## src/rtl/window4_collector.sv

```systemverilog
// window4_collector: assembles a serial 8-bit sample stream into 4-sample windows.
// Ports: clk, rst (sync, active-high); in_data/in_valid/in_ready sample input;
//   flush drops a partial window; a..d (a oldest) with out_valid/out_ready and
//   out_seq present each window. SLIDE=0 tumbling, SLIDE=1 sliding windows.
module window4_collector #(
  parameter int SLIDE = 0,
  parameter int SEQ_W = 8
) (
  input  logic             clk,
  input  logic             rst,
  input  logic [7:0]       in_data,
  input  logic             in_valid,
  output logic             in_ready,
  input  logic             flush,
  output logic [7:0]       a,
  output logic [7:0]       b,
  output logic [7:0]       c,
  output logic [7:0]       d,
  output logic             out_valid,
  input  logic             out_ready,
  output logic [SEQ_W-1:0] out_seq
);

  logic [1:0]       fill;
  logic [7:0]       w0;
  logic [7:0]       w1;
  logic [7:0]       w2;
  logic [SEQ_W-1:0] cnt;
  logic             accept;
  logic             consume;
  logic             emit;

  // A new window may only land when the output slot is free or
  // being drained this same cycle.
  assign in_ready = !rst && !flush && (!out_valid || out_ready);
  assign accept   = in_valid && in_ready;
  assign consume  = out_valid && out_ready;
  assign emit     = accept && (fill == 2'd3);

  always_ff @(posedge clk) begin
    if (rst) begin
      fill      <= 2'd0;
      w0        <= 8'd0;
      w1        <= 8'd0;
      w2        <= 8'd0;
      cnt       <= '0;
      a         <= 8'd0;
      b         <= 8'd0;
      c         <= 8'd0;
      d         <= 8'd0;
      out_valid <= 1'b0;
      out_seq   <= '0;
    end else begin
      if (flush) begin
        fill <= 2'd0;
      end else if (accept) begin
        if (SLIDE != 0) begin
          w0 <= w1;
          w1 <= w2;
          w2 <= in_data;
          // Once primed, every sample completes a window.
          if (fill != 2'd3) begin
            fill <= fill + 2'd1;
          end
        end else begin
          case (fill)
            2'd0:    w0 <= in_data;
            2'd1:    w1 <= in_data;
            2'd2:    w2 <= in_data;
            default: ;
          endcase
          // 3 wraps to 0 as the window is emitted.
          fill <= fill + 2'd1;
        end
      end

      // Emit uses pre-shift history, so a..c are the three older samples.
      if (emit) begin
        a         <= w0;
        b         <= w1;
        c         <= w2;
        d         <= in_data;
        out_valid <= 1'b1;
        out_seq   <= cnt;
        cnt       <= cnt + SEQ_W'(1);
      end else if (consume) begin
        out_valid <= 1'b0;
      end
    end
  end

endmodule

```

## config.mk

```make
export PLATFORM = sky130hd
export DESIGN_NAME = window4_collector
export DESIGN_NICKNAME = d
export VERILOG_FILES = /design/src/rtl/window4_collector.sv
export SDC_FILE = /design/constraint.sdc
export NUM_CORES = 1
export LEC_CHECK = 0
export CAP_MARGIN = 20
export CORE_MARGIN = 5
export CORE_UTILIZATION = 35
export DETAILED_ROUTE_END_ITERATION = 7
export GPL_TIMING_DRIVEN = 0
export RECOVER_POWER = 25
export SYNTH_ARGS = -nofsm -noshare
export SYNTH_HDL_FRONTEND = slang
export SYNTH_SLANG_ARGS = --single-unit
```

## constraint.sdc

```tcl
create_clock -name clk -period 2.5 [get_ports clk]
set_input_delay 0.25 -clock clk [delete_from_list [all_inputs] [get_ports clk]]
set_output_delay 0.25 -clock clk [all_outputs]
set_load 0.05 [all_outputs]
```

==> flow_metrics.py <==
metrics = {
    "timing": {
        "hold_viol": 0,
        "timing.fmax_ghz": 0.4427,
        "period_minus_slack_ns": 2.259,
        "rsz0062_at_grt": "false",
        "worst_pin_slew_ns": 0.9754,
        "tns_ns": 0,
        "min_period_over_period": 0.9036,
        "finalSetupViolCount": 0,
        "finClkSkew_ns": 0.008761,
        "finalMaxSlewViolations": 0,
        "max-slew-margin-rel": 0.3447,
    },
    "yosys": {
        "syn_area_per_cell_sq_um": 8.010,
        "syn_nets": 369,
        "ys_top_cells_by_area": "dfxtp_1 (53%), nand2_1 (19%), a21oi_1 (13%)",
        "synth-seq-cells": 75,
        "syn_area_sq_um": 2811,
        "synthArstFlopShare": 0,
        "ys.warnings.count": 0,
        "synth_edf_count": 0,
        "yosysTopAreaCellShare": 0.5340,
        "ys_seq_area_frac": 0.5340,
        "synth_cell_types": 25,
        "synth_area_leader_cell": "dfxtp_1",
        "ys.flop_type": "dfxtp_1",
        "syn-instance-count": 351,
    },
    "power": {
        "report.power.total_mw": 2.369,
        "comb_power_share": 0.036,
        "p_seq_frac": 0.508,
        "swShare": 0.2267,
        "p_clk_frac": 0.456,
        "switchingPower_mw": 0.5370,
        "power_density_nw_per_um2": 642.4,
        "p_leak_nw": 1.231,
        "p_int_mw": 1.832,
        "peakVddDrop_mv": 0.2736,
    },
    "floorplan": {
        "die_area_sq_um": 9925,
        "io_pins": 55,
        "fp.coreArea_sq_um": 7767,
        "die_h_um": 99.63,
        "initial_core_util": 0.3620,
        "die_w_um": 99.63,
        "num_rows": 32,
    },
    "worst_setup_path": {
        "critPathTopFamily": "buffers and inverters",
        "criticalPathCategory": "in -> out",
        "arrival_ns": 2.01,
        "path_max_fanout": 10,
        "cpMostUsedCell": "clkdlybuf4s50_1",
        "path_cells": "clkdlybuf4s50_1 > or2_0 > buf_2 > nor2_1 > clkdlybuf4s50_1",
        "cp_slowest_stage_delay_ns": 0.81,
        "critPathBufInv": 3,
        "crit_slowest_cell": "clkdlybuf4s50_1",
        "crit_path_end_kind": "primary output",
        "start_kind": "primary input",
        "cp.required_ns": 2.25,
    },
    "final_layout": {
        "fin_nets": 434,
        "drive_above_1_share": 0.06413,
        "layout.cells.non_filler": 523,
        "num_antenna_cells": 0,
        "synthToLayoutAreaGrowth_pct": 31.15,
    },
    "clock_tree": {
        "cts_setup_buffers": 0,
        "worst_skew_pair.late_latency_ns": 0.35,
        "clk_pin_slew_ns": 0.08,
        "root_buffer": "clkbuf_8",
        "htreeDepth": 3,
        "holdBufCountCts": 0,
        "cts_buffers": 9,
        "clock_path_buffers": 2,
        "cts_tree": "built",
        "cts.sinks": 75,
        "cts_resized": 0,
    },
    "route": {
        "dr.pass1.iters": 4,
        "wl_met2_mm": 3.222,
        "ant_nets": 0,
        "vias": 2478,
        "totalWireLength_mm": 6.963,
        "viasPerCell": 4.738,
        "wl_met1_mm": 3.326,
        "drt_iter0_drc": 126,
        "drcViolationCount": 0,
        "top_layer": "met4",
        "wl_met3_um": 269,
        "wl_per_cell_um": 13.31,
    },
    "place": {
        "hpwlAfterDp_mm": 5.006,
        "portBuffers": 54,
        "place_inst": 507,
        "gp_congestion": 0.8277,
    },
    "grt": {
        "grt_max_degree": 15,
        "grt_remaining_overflow": 0,
        "grt_util_all_layers": 0.1441,
        "antenna_found_initial": 0,
        "grt_pass1_vias": 2355,
        "grt_first_pass_wirelength_mm": 11.27,
    },
    "flow_run": {
        "maxCapViolations": 0,
    },
    "min_path": {
        "hold_path_class": "reg -> reg",
    },
    "outcome": {
        "status": "completed",
    },
}
## sequential cells by signal (all words and copies together) (netlist names)
register   flops
fill           2
d              8
c              8
a              8
cnt            8
out_valid      1
w0             8
b              8
out_seq        8
w2             8
w1             8
## layout make-up
type                       count  area, sq um
fill                         796         4080
sequential                    75         1501
multi-input combinational    252         1174
timing repair buffer          54        540.5
clock buffer                  10        137.6
tap                          102        127.6
buffer                        22        101.3
clock inverter                 6        97.59
inverter                       2        7.507
## cell families after synthesis
logic type | share of synthesized area
simple gates | 0.2577
compound gates | 0.1335
flops | 0.5340
buf+inv | 0.03916
fa+ha+maj | 0.02225
xor+xnor | 0.006232
mux | 0.007121
## routing by layer
layer | vias to the layer above | track usage
met1 | 1143 | 0.1889
met4 | 0 | 0.06933
met3 | 12 | 0.02454
li1 | 1274 | -
met2 | 49 | 0.2299
met5 | - | 0
## synth_stat cells (all sizes together) (3+ instances only)
cell type,count
nand2,140
dfxtp,75
a21oi,71
buf,11
clkbuf,11
or3,7
ha,5
nor3,4
o21ai,4
nand2b,3
nor2,3
## worst paths after layout
path                                from                      end  slack, ns  depth (start not counted)
setup / recovery                   flush                 in_ready       0.24                          5
hold / removal         c[1]$_SDFFE_PP0P_        c[1]$_SDFFE_PP0P_       0.45                          2
setup reg to reg  out_valid$_SDFFE_PP0P_  out_seq[4]$_SDFFE_PP0P_       0.54                          6
hold reg to reg        c[1]$_SDFFE_PP0P_        c[1]$_SDFFE_PP0P_       0.45                          2
## power by group through the flow
stage	clock network, mW	registers, mW	logic [mW]
2_1_floorplan	0	1.23	0.0405
3_3_place_gp	0	1.23	0.0853
3_5_place_dp	0	1.23	0.0857
4_1_cts	1.10	1.20	0.0862
5_1_grt	1.15	1.20	0.0924
6_report	1.08	1.20	0.0842
## cell usage in the layout, fill, tap and decap left out, types with 3 or more instances in the layout
cell	n
nand2b_1	3
ha_1	5
clkbuf_1	12
nand2_1	140
nor2_1	3
a21oi_1	71
clkbuf_8	10
dfxtp_1	75
buf_2	9
clkinv_4	3
dlygate4sd3_1	3
nor3_1	3
o21ai_0	4
clkdlybuf4s50_1	51
or3_1	7
## worst reg2reg max path: stages (launching register included)
cell and delay, ns:
dfxtp_1 0.32, nor2b_1 0.14, buf_6 0.13, nor3_1 0.73, buf_2 0.34, nand2_1 0.09
a21oi_1 0.13
## stage by stage
stage	worst slack [ns]	area [sq um]	hold WS [ns]	utilization
3_3_place_gp	0.2029	3480	0.4419	0.4480
2_1_floorplan	0.7256	2811	0.3860	-
6_report	0.2409	3687	0.4540	0.4747
5_1_grt	0.1526	3687	0.4766	0.4747
3_5_place_dp	0.2144	3480	0.4457	0.4480
4_1_cts	0.2010	3715	0.4498	0.4783
Note: power is estimated with default switching activity, not from simulation.
